--- src/rtl/fetch_unit.sv ---
// Instruction fetch initiator: owns the PC, drives a combinational imem read port
// and buffers fetched {pc, instr} pairs in a DEPTH-entry FIFO toward decode.
// Latency: fetch in cycle N is visible on out_* in N+1 (registered outputs).
// Backpressure: when the FIFO is full and decode stalls, the PC holds; a pop frees a slot for a same-cycle push.
//
// Ports:
//   clk, reset          - clock and synchronous active-high reset
//   imem_*              - instruction memory port (read only; address = PC register)
//   redirect_valid/_pc  - branch/jump redirect from execute; flushes FIFO, reloads PC
//   out_valid/_ready    - valid/ready handshake toward decode
//   out_pc/out_instr    - head entry of the FIFO
module fetch_unit #(
  parameter int                   ADDRWIDTH  = 32,
  parameter int                   DATAWIDTH  = 32,
  parameter logic [ADDRWIDTH-1:0] START_ADDR = 32'h01000000,
  parameter int                   DEPTH      = 2
) (
  input  logic                 clk,
  input  logic                 reset,
  output logic [ADDRWIDTH-1:0] imem_address,
  output logic                 imem_read_write,
  output logic [DATAWIDTH-1:0] imem_data_in,
  input  logic [DATAWIDTH-1:0] imem_data_out,
  input  logic                 redirect_valid,
  input  logic [ADDRWIDTH-1:0] redirect_pc,
  output logic                 out_valid,
  input  logic                 out_ready,
  output logic [ADDRWIDTH-1:0] out_pc,
  output logic [DATAWIDTH-1:0] out_instr
);

  localparam int PW = $clog2(DEPTH);
  localparam int CW = PW + 1;

  logic [ADDRWIDTH-1:0] pc_q, pc_d;
  logic [PW-1:0]        wr_ptr_q, wr_ptr_d;
  logic [PW-1:0]        rd_ptr_q, rd_ptr_d;
  logic [CW-1:0]        count_q, count_d;
  logic [ADDRWIDTH-1:0] pc_mem_q    [DEPTH];
  logic [DATAWIDTH-1:0] instr_mem_q [DEPTH];

  logic push;
  logic pop;

  // Memory is never written by fetch.
  assign imem_read_write = 1'b0;
  assign imem_data_in    = '0;
  assign imem_address    = pc_q;

  // All decode-facing outputs come straight from registers.
  assign out_valid = (count_q != '0);
  assign out_pc    = pc_mem_q[rd_ptr_q];
  assign out_instr = instr_mem_q[rd_ptr_q];

  // A handshake coinciding with a redirect is not a transfer: the flush wins.
  assign pop  = out_valid & out_ready & ~redirect_valid;
  // A pop frees a slot, so a full FIFO can still accept in the same cycle.
  assign push = ~redirect_valid & ((count_q < CW'(DEPTH)) | pop);

  always_comb begin
    pc_d     = pc_q;
    wr_ptr_d = wr_ptr_q;
    rd_ptr_d = rd_ptr_q;
    count_d  = count_q;
    if (redirect_valid) begin
      // Low address bits are forced to zero (word-aligned fetch).
      pc_d     = redirect_pc & ~ADDRWIDTH'(3);
      wr_ptr_d = '0;
      rd_ptr_d = '0;
      count_d  = '0;
    end else begin
      if (push) begin
        pc_d     = pc_q + ADDRWIDTH'(4);
        wr_ptr_d = wr_ptr_q + PW'(1);
      end
      if (pop) begin
        rd_ptr_d = rd_ptr_q + PW'(1);
      end
      case ({push, pop})
        2'b10:   count_d = count_q + CW'(1);
        2'b01:   count_d = count_q - CW'(1);
        default: count_d = count_q;
      endcase
    end
  end

  always_ff @(posedge clk) begin
    if (reset) begin
      pc_q     <= START_ADDR;
      wr_ptr_q <= '0;
      rd_ptr_q <= '0;
      count_q  <= '0;
    end else begin
      pc_q     <= pc_d;
      wr_ptr_q <= wr_ptr_d;
      rd_ptr_q <= rd_ptr_d;
      count_q  <= count_d;
    end
  end

  // Storage is cleared on reset so out_pc/out_instr read as zero until the first fetch.
  always_ff @(posedge clk) begin
    if (reset) begin
      for (int i = 0; i < DEPTH; i++) begin
        pc_mem_q[i]    <= '0;
        instr_mem_q[i] <= '0;
      end
    end else if (push) begin
      pc_mem_q[wr_ptr_q]    <= pc_q;
      instr_mem_q[wr_ptr_q] <= imem_data_out;
    end
  end

endmodule

--- config.mk ---
export PLATFORM = sky130hd
export DESIGN_NAME = fetch_unit
export DESIGN_NICKNAME = d
export VERILOG_FILES = /design/src/rtl/fetch_unit.sv
export SDC_FILE = /design/constraint.sdc
export NUM_CORES = 1
export LEC_CHECK = 0
export CAP_MARGIN = 20
export CORE_MARGIN = 10
export CORE_UTILIZATION = 50
export DETAILED_ROUTE_END_ITERATION = 7
export GPL_TIMING_DRIVEN = 0
export PLACE_DENSITY = 0.78
export SLEW_MARGIN = 15
export SYNTH_ARGS = -nofsm -noshare
export SYNTH_HDL_FRONTEND = slang
export SYNTH_SLANG_ARGS = --single-unit
--- constraint.sdc ---
create_clock -name clk -period 6 [get_ports clk]
set_clock_uncertainty 0.05 [all_clocks]
set_input_delay 1.2 -clock clk [delete_from_list [all_inputs] [get_ports clk]]
set_output_delay 1.2 -clock clk [all_outputs]
set_load 0.03 [all_outputs]
==> results of run 1 <==
path summary, 6_finish.rpt:
check	endpoint	start	slack (ps)	cells after the start
worst max-delay path	instr_mem_q[0][0]$_SDFFCE_PN0P_	reset	2070	7
worst min-delay path	flip-flop	rd_ptr_q$_SDFFE_PP0P_	460	2
worst max register to register	pc_mem_q[1][27]$_SDFFCE_PN0P_	count_q[1]$_SDFFE_PP0P_	3200	6
worst min register to register	flip-flop	rd_ptr_q$_SDFFE_PP0P_	460	2
cell usage in the layout, fill, tap and decap left out, drive strengths merged, types with 6 or more instances in the layout:
| master | n |
|---|---|
| a2111oi | 7 |
| a311oi | 11 |
| nor2 | 28 |
| dfxtp | 35 |
| clkdlybuf4s50 | 158 |
| nor3 | 7 |
| a21oi | 10 |
| o31ai | 6 |
| nand4 | 8 |
| edfxtp | 124 |
| o21ai | 11 |
| and3 | 8 |
| and4 | 10 |
| nand3 | 21 |
| nor3b | 6 |
| conb | 37 |
| nor4 | 8 |
| nand2 | 20 |
| xnor2 | 7 |
| clkbuf | 59 |
| buf | 49 |
| mux2 | 62 |
| a211oi | 11 |
| inv | 9 |
| and2 | 125 |
through the flow:
step	total power, mW	area (um^2)	instances	setup WS (ps)
2_1_floorplan	1.592	7971	693	1009
3_3_place_gp	1.787	9817	1062	-1441
3_5_place_dp	1.800	9898	1065	1641
4_1_cts	2.823	10470	1097	1985
5_1_grt	2.903	10470	1097	1876
6_report	2.811	10470	1097	2068
kinds of logic after synthesis:
| family | share of synthesized area, % |
|---|---|
| AO/OA/AOI/OAI | 7.377 |
| XOR/XNOR | 1.118 |
| adder cells (fa/ha/maj) | 0.3193 |
| buffers and inverters | 6.371 |
| flip-flops | 56.46 |
| multiplexers | 8.909 |
| other | 0.04785 |
| AND/OR/NAND/NOR | 19.40 |
per-layer routing:
metal | wire, um | part of all wire (%) | track usage (%) | vias to the layer above
met5 | 0 | 0 | 0 | -
met1 | 8803 | 42 | 23.40 | 2822
met2 | 9964 | 48 | 31.79 | 246
met3 | 1691 | 8.1 | 5.930 | 27
li1 | - | - | - | 2776
met4 | 436 | 2.1 | 6.926 | 0
state kept, by name (all words and copies together) (netlist names), named ones only:
signal	count
wr_ptr_q	1
instr_mem_q	64
rd_ptr_q	1
imem_address	30
count_q	2
pc_mem_q	60
critical path, cell delays in order:
cell	delay, ps
clkdlybuf4s50_1	570
clkbuf_1	370
buf_1	480
clkbuf_1	490
o21bai_4	370
buf_12	260
buf_12	210
layout make-up:
type                            count  share of cell area [%]
Sequential cell                   159                   42.25
Multi-Input combinational cell    444                   29.24
Timing Repair Buffer              161                   15.75
Clock buffer                       24                   4.696
Buffer                             81                   4.445
Tap cell                          211                   2.521
Clock inverter                      8                  0.7767
Inverter                            9                  0.3226
power by group through the flow:
stage | combinational (mW) | clock, mW | sequential [mW]
final | 0.477 | 1.03 | 1.30
after global routing | 0.508 | 1.09 | 1.31
after CTS | 0.480 | 1.04 | 1.30
after detailed placement | 0.478 | 0 | 1.32
after global placement | 0.464 | 0 | 1.32
after floorplan | 0.252 | 0 | 1.34
==> metrics, run 1 <==
clock sink count=159; share of layout cells above drive strength 1=17.16%; Initial DRC Count=406; Tot GR Track Use=19.30%; RSZ-0062 raised after global routing=false; Synth area leaders=edfxtp_1 (48%), and2_1 (9.7%), dfxtp_1 (8.9%), mux2_2 (8.9%), buf_4 (3.6%); PwrDens=268.5 nW/um^2; GR Overflow Total=0; routed vias/inst=5.352; setup violators final=0; most area-hungry cell type in the Yosys netlist=edfxtp_1; Util after Layout=68.63%; outcome=completed; DRT Wirelength=20900 um; Post-synth top flop=edfxtp_1; largest net degree at the start of global routing=50; ant diodes=0; most common cell in the synthesized netlist=edfxtp_1; Synth warnings=0; PortBufs=158; die area=21080 um^2; Initial Utilization=51.36%; Nets=943; area delta synth->final=33.63%; Synth top area share=47.52%; CTS Hold Bufs=0; postcts setup bufs=0; cts repair resizes=0; H-tree levels=4; VDD IR max=0.1968 mV; setup TNS=0 ps; Post-Syn Instances=657; Routed Antenna Nets=0; die height=145.2 um; Crit Path Category=input pin to flip-flop; Int Pwr=2.080 mW; Crit. End Element=flip-flop; die width=145.2 um; CTS Root Cell=clkbuf_16; fin. max-slew vios=0; Unique masters post-synth=59; Multi-input gate area=3062 um^2; Worst Hold Class=flip-flop to flip-flop; Slew @ Worst Pin=934.6 ps; asr flop ratio synth=0%; Register Area=4424 um^2; Hold Fails Final Rpt=0; first-pass GRT wire length=32550 um; DR vias=5871; max-cap viol count=0; worst path arrival time=4000 ps; Detail Placement HPWL=15280 um; CORE AREA=15260 um^2; TritonCTS clock tree=done; P_leak=3.950 nW; sw power=0.7315 mW; Initial DRT Pass Iterations=5; sequential area share after synthesis=56.46%; clock share of power=36.8%; syn avg cell area=11.93 um^2; FMAX=0.2543 GHz; EDFF count, synth=124; post-detailed-route wirelength per cell=19.05 um; fill cell count=1143; vias in the first global route=6073; sequential power share=46.2%; Net Sw Frac=26.02%; top post-synthesis cells by count=edfxtp_1 (124), and2_1 (122), mux2_2 (62), buf_4 (38); crit-path max FO=25; Final period util=65.53%; Worst-path clk slew=60 ps; antenna violations before repair=0; # IOs=198; Placer Congestion=0.8652; Rel. slew slack=37.28%; worst path required time=6070 ps; FF+latch count, synth=159; Max clock buf depth=2; placement row count=45; Worst-Skew Late Latency=420 ps; hold_ws=456.8 ps; residual DRC count=0; Comb power frac=17.0%; Post-Syn Area=7836 um^2; Inserted Clock Buffers=17; crit path time final=3932 ps; Setup crit start kind=input pin
Note: power is estimated with default switching activity, not from simulation.
==> run 2, diff against run 1 <==
- CORE_UTILIZATION: 50 -> 45
- PLACE_DENSITY: 0.78 -> 0.74
- clock period: 6 -> 3.4 ns (I/O delays scaled with it)
==> run 2 against run 1 <==
  * Sequential power grew 76%
  * Count of clock-buffer cells in the layout shrank 7
  * Clock power grew 75%
  * Sequential share of layout area shrank 0.23 points
  * Non-clock buffer count grew 1
  * Wire length shrank 2.4%
  * Worst setup slack lost 1900 ps
  * First-iteration DRC count shrank 15%
  * Critical path type unchanged
  * Core utilization shrank 7.3 points
  * Global-route usage shrank 1.9 points
  * Register-to-register slack lost 2700 ps
  * Final cell count grew 1.4%
  * Largest cell class unchanged
==> metrics, run 2 (synthesis gave the netlist of run 1 again) <==
max-cap viol count=0 (unchanged); Crit Path Category=input pin to flip-flop; number of flip-flops in the largest register=64 (unchanged); Crit. End Element=flip-flop; Inserted Clock Buffers=17 (unchanged); ant diodes=0 (unchanged); Worst path max stage delay=620 ps (+50 ps); residual DRC count=0 (unchanged); worst reg2reg path depth=6 (unchanged); Initial Utilization=45.62% (-5.7 points); Final Worst Setup Slack=138.2 ps (-1930 ps); die height=152.0 um (+4.7%); Register Area=4424 um^2 (unchanged); PwrDens=469.5 nW/um^2 (+75%); DR vias=5702 (-2.9%); CORE AREA=17180 um^2 (+13%); GR Overflow Total=0 (unchanged); Initial DRC Count=346 (-15%); worst path arrival time=3350 ps (-650 ps); Setup crit start kind=input pin; Rel. slew slack=33.03% (-4.2 points); Tot GR Track Use=17.38% (-1.9 points); crit-path max FO=20 (-20%); final instance area=10530 um^2 (+0.54%); die width=152.0 um (+4.7%); hold depth=2 (unchanged); post-detailed-route wirelength per cell=18.35 um (-3.7%); vias in the first global route=5706 (-6.0%); largest register by flop count=instr_mem_q; commonest cells after routing, fill and taps aside=clkdlybuf4s50_1 (158), edfxtp_1 (124), and2_1 (122), mux2_2 (62), buf_4 (38); Worst-Skew Late Latency=430 ps (about the same); H-tree levels=4 (unchanged); FMAX=0.3066 GHz; postcts setup bufs=0 (unchanged); placement row count=48 (+6.7%); die area=23090 um^2 (+9.5%); area delta synth->final=34.34%; Slew @ Worst Pin=997.8 ps (+63.23 ps); DP Area=9958 um^2 (+0.61%); worst path required time=3490 ps (-2580 ps); Worst-path clk slew=60 ps (about the same); # IOs=198 (unchanged); Hold Fails Final Rpt=0 (unchanged); PortBufs=158 (unchanged); crit path time final=3262 ps; TritonCTS clock tree=done; most used cell, CP=buf_16; P_leak=3.986 nW (+0.90%); fill cell count=1446 (+27%); share of layout cells above drive strength 1=18.38% (+1.2 points); DRT Wirelength=20400 um (-2.4%); VDD IR max=0.3574 mV (+82%); fin. max-slew vios=0 (unchanged); outcome=completed; RSZ-0062 raised after global routing=true; Initial DRT Pass Iterations=5 (unchanged); largest net degree at the start of global routing=44 (-12%); crit path cell chain=clkdlybuf4s50_1 -> clkbuf_1 -> buf_1 -> clkbuf_2 -> o21bai_4 -> buf_16 -> buf_16 -> buf_16; Routed Antenna Nets=0 (unchanged); setup violators final=0 (unchanged); Final period util=95.94%; Util after Layout=61.29% (-7.3 points); first-pass GRT wire length=32300 um (-0.79%); Placer Congestion=0.8976 (+3.7%); antenna violations before repair=0 (unchanged); Detail Placement HPWL=15130 um (-1.0%); routed vias/inst=5.128 (-4.2%); clock sink count=159 (unchanged); Max clock buf depth=2 (unchanged); Worst Hold Class=flip-flop to flip-flop; dpl ws=-474.1 ps (-2115 ps); highest-delay cell along the critical path=clkdlybuf4s50_1; commonest non-fill, non-tap cell in the layout=clkdlybuf4s50_1; Multi-input gate area=3062 um^2 (unchanged); CTS Root Cell=clkbuf_16; Nets=944 (+0.11%)
-- run 2: worst max-delay path: cells and delay by family --
| kind | cells | cell delay, ps |
|---|---|---|
| buf+inv | 7 | 2360 |
| compound gates | 1 | 290 |
-- run 2: final cells by class --
| class | count | area share (%) |
|---|---|---|
| Buffer | 81 | 4.504 |
| Clock buffer | 17 | 4.041 |
| Clock inverter | 15 | 1.284 |
| Inverter | 9 | 0.3209 |
| Multi-Input combinational cell | 444 | 29.08 |
| Sequential cell | 159 | 42.03 |
| Tap cell | 225 | 2.674 |
| Timing Repair Buffer | 162 | 16.07 |
-- run 2: repair_timing --
| action | CTS | global route |
|---|---|---|
| endpoints found under the setup margin | 80 | 53 |
| resized for setup | 7 | 0 |
| hold buffers | 0 | 0 |
-- run 2: layer usage --
metal	GRT usage, %	part of all wire, %
met5	0	0
met4	4.539	1.4
met3	4.375	6.7
met2	29.25	50
met1	21.72	42
-- run 2: per-stage QoR --
| step | TNS [ps] | cells | hold slack (ps) | power [mW] |
|---|---|---|---|---|
| finish | 0 | 1112 | 471.7 | 4.943 |
| global route | -2470 | 1112 | 496.6 | 5.135 |
| CTS | 0 | 1112 | 470.0 | 4.978 |
| detailed placement | -30970 | 1080 | 455.2 | 3.185 |
| global placement | -156200 | 1076 | 438.3 | 3.160 |
| floorplan | 0 | 693 | 422.5 | 2.808 |
-- run 2: final timing paths --
check                          startpoint                          endpoint  slack (ps)
setup / recovery                    reset  instr_mem_q[0][30]$_SDFFCE_PN0P_         140
hold / removal      rd_ptr_q$_SDFFE_PP0P_             rd_ptr_q$_SDFFE_PP0P_         470
setup reg to reg  count_q[1]$_SDFFE_PP0P_      pc_mem_q[1][5]$_SDFFCE_PN0P_         550
hold reg to reg     rd_ptr_q$_SDFFE_PP0P_             rd_ptr_q$_SDFFE_PP0P_         470
-- run 2: power breakdown --
part | internal [mW] | total (mW) | switching [mW]
logic | 0.370 | 0.848 | 0.478
clock network | 1.01 | 1.80 | 0.790
registers | 2.22 | 2.29 | 0.0716
total | 3.60 | 4.94 | 1.34
